<file path="src/rtl/counter_seq_pkg.sv">
// Shared constants for the counter sequencing controller: state encoding,
// command opcodes and run-mode codes.
// Optional build macro used by this slice: COUNTER_SEQ_EXTTRIG_EN.
package counter_seq_pkg;

    // Controller states, also the encoding seen on state_o.
    localparam logic [1:0] ST_IDLE     = 2'b00;
    localparam logic [1:0] ST_CLEARING = 2'b01;
    localparam logic [1:0] ST_RUNNING  = 2'b10;
    localparam logic [1:0] ST_PAUSED   = 2'b11;

    // Command opcodes carried on cmd_op.
    localparam logic [1:0] OP_STOP       = 2'b00;
    localparam logic [1:0] OP_START      = 2'b01;
    localparam logic [1:0] OP_LOAD_LIMIT = 2'b10;
    localparam logic [1:0] OP_CLEAR      = 2'b11;

    // Run modes; code 2'b11 is reserved and runs as one-shot.
    localparam logic [1:0] MODE_ONESHOT  = 2'b00;
    localparam logic [1:0] MODE_FREERUN  = 2'b01;
    localparam logic [1:0] MODE_PINGPONG = 2'b10;

    // Fold the reserved mode code onto one-shot.
    function automatic logic [1:0] decode_mode(input logic [1:0] m);
        return (m == 2'b11) ? MODE_ONESHOT : m;
    endfunction

endpackage

</file>
<file path="src/rtl/counter_seq_tick.sv">
// Tick generator for the counter sequencer. Default build: a prescaler that
// fires every prescale+1 cycles while run is high and restarts from zero when
// restart is asserted. With COUNTER_SEQ_EXTTRIG_EN defined, the tick instead
// comes from a synchronised rising edge of ext_tick (3 cycle latency).
module counter_seq_tick #(
    parameter int PRESCALE_W = 8
) (
    input  logic                  clk,
    input  logic                  rst_n,
    input  logic                  restart,
    input  logic                  run,
    input  logic [PRESCALE_W-1:0] prescale,
`ifdef COUNTER_SEQ_EXTTRIG_EN
    input  logic                  ext_tick,
`endif
    output logic                  tick
);

`ifdef COUNTER_SEQ_EXTTRIG_EN

    logic sync1_q, sync2_q, prev_q, edge_q;
    logic unused_ext;

    // The prescaler is bypassed entirely in this build.
    assign unused_ext = ^{prescale, restart};

    // Two-flop synchroniser, previous-value flop and registered edge pulse.
    always_ff @(posedge clk or negedge rst_n) begin
        if (!rst_n) begin
            sync1_q <= 1'b0;
            sync2_q <= 1'b0;
            prev_q  <= 1'b0;
            edge_q  <= 1'b0;
        end else begin
            sync1_q <= ext_tick;
            sync2_q <= sync1_q;
            prev_q  <= sync2_q;
            edge_q  <= sync2_q & ~prev_q;
        end
    end

    // Edges arriving outside RUNNING are dropped.
    assign tick = run & edge_q;

`else

    logic [PRESCALE_W-1:0] pre_q, pre_d;

    // Tick when the count has reached the period; >= keeps a shrinking
    // prescale from forcing a long wrap-around.
    assign tick = run && (pre_q >= prescale);

    // Prescaler next-state: held at zero outside RUNNING and on entry.
    always_comb begin
        // NOTE: every always_comb output gets a default first, so no path leaves it unassigned and infers a latch.
        pre_d = pre_q;
        if (restart || !run) begin
            pre_d = '0;
        end else if (pre_q >= prescale) begin
            pre_d = '0;
        end else begin
            pre_d = pre_q + 1'b1;
        end
    end

    // Prescaler register.
    always_ff @(posedge clk or negedge rst_n) begin
        // NOTE: flops use non-blocking (<=) so every register samples pre-edge values.
        if (!rst_n) begin
            pre_q <= '0;
        end else begin
            pre_q <= pre_d;
        end
    end

`endif

endmodule

</file>
<file path="src/rtl/counter_seq_ctrl.sv">
// Sequencing controller for a BITS-wide up/down counter datapath. Accepts
// STOP/START/LOAD_LIMIT/CLEAR over valid/ready and drives the counter's
// enable, direction and clear strobes at the tick rate, in one-shot,
// free-run or ping-pong mode.
// Optional build macro: COUNTER_SEQ_EXTTRIG_EN (adds ext_tick, which replaces
// the prescaler as tick source).
module counter_seq_ctrl
    import counter_seq_pkg::*;
#(
    parameter int BITS       = 4,
    parameter int PRESCALE_W = 8
) (
    input  logic                  clk,
    input  logic                  rst_n,
    input  logic                  cmd_valid,
    output logic                  cmd_ready,
    input  logic [1:0]            cmd_op,
    input  logic [BITS-1:0]       cmd_data,
    input  logic [1:0]            mode,
    input  logic [PRESCALE_W-1:0] prescale,
    input  logic [BITS-1:0]       count_i,
`ifdef COUNTER_SEQ_EXTTRIG_EN
    input  logic                  ext_tick,
`endif
    output logic                  cnt_en,
    output logic                  cnt_up,
    output logic                  cnt_clr,
    output logic                  busy,
    output logic                  done,
    output logic [1:0]            state_o
);

    logic [1:0]      state_q, state_d;
    logic [1:0]      mode_q, mode_d;
    logic [BITS-1:0] limit_q, limit_d;
    logic            dir_q, dir_d;
    logic            accept;
    logic            tick;
    logic            run;
    logic            restart;
    logic            eff_up;

    assign cmd_ready = (state_q != ST_CLEARING);
    assign accept    = cmd_valid && cmd_ready;
    assign busy      = (state_q == ST_CLEARING) || (state_q == ST_RUNNING);
    assign state_o   = state_q;
    assign run       = (state_q == ST_RUNNING);
    // The prescaler phase restarts on every entry into RUNNING.
    assign restart   = (state_d == ST_RUNNING) && (state_q != ST_RUNNING);

    counter_seq_tick #(
        .PRESCALE_W (PRESCALE_W)
    ) u_tick (
        .clk      (clk),
        .rst_n    (rst_n),
        .restart  (restart),
        .run      (run),
        .prescale (prescale),
`ifdef COUNTER_SEQ_EXTTRIG_EN
        .ext_tick (ext_tick),
`endif
        .tick     (tick)
    );

    // FSM, mode/direction decisions and counter strobes.
    always_comb begin
        state_d = state_q;
        mode_d  = mode_q;
        limit_d = limit_q;
        dir_d   = dir_q;
        cnt_en  = 1'b0;
        cnt_up  = dir_q;
        cnt_clr = 1'b0;
        done    = 1'b0;
        eff_up  = dir_q;

        case (state_q)
            ST_IDLE: begin
                if (accept && cmd_op == OP_START) begin
                    mode_d  = decode_mode(mode);
                    dir_d   = 1'b1;
                    state_d = ST_CLEARING;
                end
            end
            ST_CLEARING: begin
                cnt_clr = 1'b1;
                state_d = ST_RUNNING;
            end
            ST_RUNNING: begin
                if (tick) begin
                    case (mode_q)
                        MODE_FREERUN: begin
                            cnt_en = 1'b1;
                            cnt_up = 1'b1;
                            done   = (count_i == limit_q);
                        end
                        MODE_PINGPONG: begin
                            if (limit_q == '0) begin
                                // Degenerate range: nothing to sweep.
                                done = 1'b1;
                            end else begin
                                // Reverse at the top (limit) or bottom (zero).
                                eff_up = dir_q ? (count_i != limit_q) : (count_i == '0);
                                cnt_en = 1'b1;
                                cnt_up = eff_up;
                                dir_d  = eff_up;
                                done   = dir_q && !eff_up;
                            end
                        end
                        default: begin
                            if (count_i != limit_q) begin
                                cnt_en = 1'b1;
                                cnt_up = 1'b1;
                            end else begin
                                done    = 1'b1;
                                state_d = ST_IDLE;
                            end
                        end
                    endcase
                end
                // A one-shot finishing on this tick takes precedence over STOP.
                if (accept && cmd_op == OP_STOP && state_d == ST_RUNNING) begin
                    state_d = ST_PAUSED;
                end
            end
            default: begin
                if (accept && cmd_op == OP_START) begin
                    state_d = ST_RUNNING;
                end
            end
        endcase

        if (accept && cmd_op == OP_LOAD_LIMIT) begin
            limit_d = cmd_data;
        end

        // CLEAR overrides whatever the state logic decided this cycle.
        if (accept && cmd_op == OP_CLEAR) begin
            cnt_clr = 1'b1;
            cnt_en  = 1'b0;
            done    = 1'b0;
            dir_d   = 1'b1;
            state_d = ST_IDLE;
        end
    end

    // Controller state registers.
    always_ff @(posedge clk or negedge rst_n) begin
        if (!rst_n) begin
            state_q <= ST_IDLE;
            mode_q  <= MODE_ONESHOT;
            limit_q <= '1;
            dir_q   <= 1'b1;
        end else begin
            state_q <= state_d;
            mode_q  <= mode_d;
            limit_q <= limit_d;
            dir_q   <= dir_d;
        end
    end

endmodule

</file>
<file path="config.mk">
export PLATFORM = sky130hd
export DESIGN_NAME = counter_seq_ctrl
export DESIGN_NICKNAME = d
export VERILOG_FILES = /design/src/rtl/counter_seq_pkg.sv /design/src/rtl/counter_seq_tick.sv /design/src/rtl/counter_seq_ctrl.sv
export SDC_FILE = /design/constraint.sdc
export NUM_CORES = 1
export LEC_CHECK = 0
export ABC_AREA = 1
export CAP_MARGIN = 40
export CELL_PAD_IN_SITES_DETAIL_PLACEMENT = 0
export CELL_PAD_IN_SITES_GLOBAL_PLACEMENT = 2
export CORE_ASPECT_RATIO = 1.75
export CORE_UTILIZATION = 30
export DETAILED_ROUTE_END_ITERATION = 16
export GPL_ROUTABILITY_DRIVEN = 0
export PLACE_DENSITY = 0.85
export REMOVE_ABC_BUFFERS = 1
export SLEW_MARGIN = 20
export SYNTH_ARGS = -nofsm -noshare
export SYNTH_HDL_FRONTEND = slang
export SYNTH_HIERARCHICAL = 1
export SYNTH_SLANG_ARGS = --single-unit
</file>
<file path="constraint.sdc">
create_clock -name clk -period 5.5 [get_ports clk]
set_input_delay 1.375 -clock clk [delete_from_list [all_inputs] [get_ports clk]]
set_output_delay 1.375 -clock clk [all_outputs]
set_load 0.02 [all_outputs]
</file>
# Word-level counts from Yosys, hierarchy flattened
# Cells that the tools add are included.
[word_totals]
regBits = 17
wordCells = 82
out_inout_bits = 8
input_bits = 23
[classes]
n_eq_ne = 17
magnitude_cmp = 1
n_reduce_logical = 21
addsub = 1
muxes = 37
[op_table]
columns = ["operator", "n"]
rows = [
  ["$mux W1", 21],
  ["$mux W2", 9],
  ["$mux W8", 2],
  ["$eq A2 B2 Y1 const B", 7],
  ["$logic_and A1 B1 Y1", 9],
  ["$ne A3 B3 Y1 const B", 3],
  ["$add A8 B1 Y8 const B", 1],
  ["$ge A8 B8 Y1", 1],
  ["$logic_not A4 Y1", 2],
  ["$pmux W1 S2", 4],
  ["$eq A2 B1 Y1 const B", 3],
  ["$pmux W2 S3", 1],
  ["$eq A4 B4 Y1", 1],
  ["$logic_not A2 Y1", 2],
  ["$ne A4 B4 Y1", 1],
  ["$reduce_and A4 Y1", 1],
  ["$reduce_bool A3 Y1", 1],
  ["$logic_not A1 Y1", 2],
  ["$logic_or A1 B1 Y1", 2],
  ["$ne A2 B1 Y1 const B", 1],
  ["$ne A2 B2 Y1 const B", 1],
  ["$reduce_and A2 Y1", 1],
  ["$reduce_or A2 Y1", 1],
]

# Longest topological paths before layout
[logic_depth]
word_depth = 14
ltp_mapped = 18
ltp_nobuf = 18

# Hierarchy
# The synthesis kept the hierarchy.
[by_module_without_submodules]
columns = ["module", "cells_per_inst", "area_each_um2", "instances", "seq_area_each_um2"]
rows = [
  ["counter_seq_ctrl", 123, 830.8, 1, 231.5],
  ["counter_seq_tick", 77, 603.1, 1, 200.2],
]

# Worst setup path after synthesis
# OpenSTA, ideal clock, no wires.
[synth_timing]
path_kind = "input -> output"
from = "input port prescale[3]"
to = "output port done"
t_required_ps = 4125
stages = 11
slack_ps = 1383
arrival_time_ps = 2742
n_path_buf = 0
cell_sequence = "inv_1 > ha_1 > nand2_1 > nor2_1 > nor2_1 > nand2_1 > nand2_1 > a21oi_1 > nand2_1 > nor2_1 > a21boi_1"
[synth_via]
elab_chain_len = 5
[synth_lines]
columns = ["element", "line_no", "source"]
rows = [
  ["start: declaration", "counter_seq_ctrl.sv:20", "input logic [PRESCALE_W-1:0] prescale,"],
  ["$ge A8 B8 Y1", "counter_seq_tick.sv:51", "assign tick = run && (pre_q >= prescale);"],
  ["$logic_and A1 B1 Y1", "counter_seq_tick.sv:51", ""],
  ["net tick", "counter_seq_ctrl.sv:38", "logic tick;"],
  ["$mux W1", "counter_seq_ctrl.sv:90", "if (tick) begin"],
  ["$mux W1", "counter_seq_ctrl.sv:77", "case (state_q)"],
  ["$mux W1", "counter_seq_ctrl.sv:138", "if (accept && cmd_op == OP_CLEAR) begin"],
  ["end: declaration", "counter_seq_ctrl.sv:29", "output logic done,"],
]
# The timed path passes the listed nets, and every way through them passes these cells.

# Worst setup path after layout
# Same ends and word-level chain as after synthesis.

==> impl_metrics.toml <==
[outcome]
outcome = "finished, final reports clean"

[clocking]
cts_tree = "yes"
cts_buffers = 3
clk_latency_ps = 250
cts_max_level = 1
post_cts_buffers = 0
path_clk_slew_ps = 70
cts.repair.resized = 0
hold_buffers = 0
clock-sinks = 17
cts_root_buf = "clkbuf_8"
clk_path_buf_depth = 2

[sta]
hold_viol_final = 0
fin_crit_sh_pct = 93.3
worstMarginPinSlew_ps = 453
max_freq_mhz = 195
setup_tns_ps = 0
setup_violations = 0
slew_viol_final = 0
worst_clock_skew_ps = 3.92
timing.hold.ws_ps = 483
worst_slack_ps = 367
maxSlewHeadroom_pct = 69.7
rsz0062_at_grt = "no"
fin_crit_ps = 5130

[cells_and_area]
nFillCells = 497
fin_cells = 286
mostFrequentLayoutCell = "nand2_1"
layout_common_cells = "44 x nand2_1, 42 x inv_1, 30 x clkdlybuf4s50_1"
areaGrowthSynthToFinish_pct = 29.3
nNetsFinal = 274
final_layout_size_suffix_gt1_share_pct = 12.8
insertedDiodeCount = 0

[setup_path]
cp-start-kind = "primary input"
crit_fanout = 4
cp.required_ps = 4120
crit_path_end_kind = "output port"
cp_data_arrival_time_ps = 3760
worst-setup-path-type = "primary input to output port"

[global_route]
first_global_vias = 1326
grt_pass1_wl_um = 5280
antenna_found_initial = 0
grt_max_degree = 18
overflow = 0
grtUsageTotal_pct = 14.0

[drt]
num_vias = 1298
wirelength_um = 3110
detail_route.wl_per_cell_um = 10.9
vias_per_cell = 4.54
drt_iter0_drc = 8
drt-pass1-iter-count = 3
antenna_left = 0
route.detailed.drc = 0

[synthesis]
synth_area_um2 = 1430
yosysWarnings = 6
synth_top_area_share_pct = 20.9
syn_avg_cell_area_um2 = 7.17
synth.area.top_cells = "dfrtp_1 21%, ha_1 13%, nand2_1 12%"
syn_inst = 200
yosysUniqueCellTypes = 29
ys_ff_latch = 17
yosysTopAreaCell = "dfrtp_1"
ys_seq_area_share_pct = 30.1

[floorplanning]
die_h_um = 93.5
die_w_um = 54.3
ios = 31
core-area_um2 = 4480
start_util_pct = 32.0
dieArea_um2 = 5070
rows = 32

[placement]
pre_cts_ws_ps = 362
port_buffers = 30
place_inst = 281
dp_hpwl_um = 2590

[power]
peakVddDrop_mv = 0.213
power-per-cell-area_nw_per_um2 = 333
p_total_w = 0.000617
p_leak_nw = 0.956

[run]
maxCapViolCount = 0

[min_path]
hold_class = "flip-flop to flip-flop"
==> sequential cells by signal (all words and copies together), names as in the netlist <==
signal and cells:
u_tick/pre_q 8, limit_q 4, mode_q 2, state_o 2, dir_q 1
==> metal layers <==
| metal | vias up | share of wire [%] | GRT usage (%) |
|---|---|---|---|
| li1 | 689 | - | - |
| met1 | 590 | 36 | 11.9 |
| met2 | 17 | 60 | 30.0 |
| met3 | 2 | 2.8 | 0.976 |
| met4 | 0 | 1.0 | 4.49 |
| met5 | - | 0 | 0 |
==> final timing paths <==
path                                                start                   endpoint  slack (ps)  cells past startpoint
worst max-delay path                          prescale[3]                       done         370                     13
worst min-delay path               limit_q[2]$_DFFE_PN1P_     limit_q[2]$_DFFE_PN1P_         480                      2
worst max register to register  u_tick/pre_q[2]$_DFF_PN0_  u_tick/pre_q[6]$_DFF_PN0_        3310                     15
worst min register to register     limit_q[2]$_DFFE_PN1P_     limit_q[2]$_DFFE_PN1P_         480                      2
max in group asynchronous                           rst_n     limit_q[1]$_DFFE_PN1P_        3540                      2
min in group asynchronous                           rst_n       state_o[1]$_DFF_PN0_        1440                      1
==> Yosys cell counts (all sizes together) <==
library cell / n
a21o: 1
inv: 46
a21oi: 10
xor2: 3
nand4: 5
o21ai: 8
nor2: 31
o22ai: 1
nand2: 46
xnor2: 2
nor3: 2
a21boi: 1
dfstp: 5
nand3: 9
a22oi: 1
o31ai: 1
ha: 15
dfrtp: 12
a31oi: 1
==> power breakdown <==
group	leakage, nW	internal [W]	total [W]	switching (W)
registers	0.215	0.000162	0.000188	0.0000262
logic	0.718	0.000136	0.000338	0.000202
clock network	0.0228	0.0000513	0.0000913	0.0000400
total	0.956	0.000350	0.000617	0.000268
==> critical path, cell delays in order <==
cell and delay (ps):
clkdlybuf4s50_1 450, inv_1 40, ha_1 280, nand2_1 60, nor2_1 100, nor2_1 40
nand2_1 50, nand2_1 70, a21oi_1 190, nand2_1 150, nor2_1 170, a21boi_1 170
clkdlybuf4s50_1 620
==> through the flow <==
stage / util, % / cell area, um^2
after CTS: 41.1 / 1840
final: 41.4 / 1850
after floorplan: - / 1430
after global placement: 40.1 / 1800
after detailed placement: 40.1 / 1800
after global routing: 41.4 / 1850
==> cells by family (layout without fill, tap and decap cells) <==
kind of cell,after synthesis,in the layout,share of synthesized area (%)
buf+inv,46,81,12.2
xor+xnor,5,5,3.05
flops,17,17,30.1
fa+ha+maj,15,15,13.1
simple gates,93,93,31.4
compound gates,24,24,10.1
==> area by class of cell <==
cell class | count | area, um^2 | share of cell area, %
Clock buffer | 4 | 45.0 | 2.43
Timing Repair Buffer | 31 | 312 | 16.8
Sequential cell | 17 | 432 | 23.3
Tap cell | 51 | 63.8 | 3.44
Inverter | 46 | 175 | 9.45
Multi-Input combinational cell | 137 | 827 | 44.6
(Power assumes the default switching activity.)
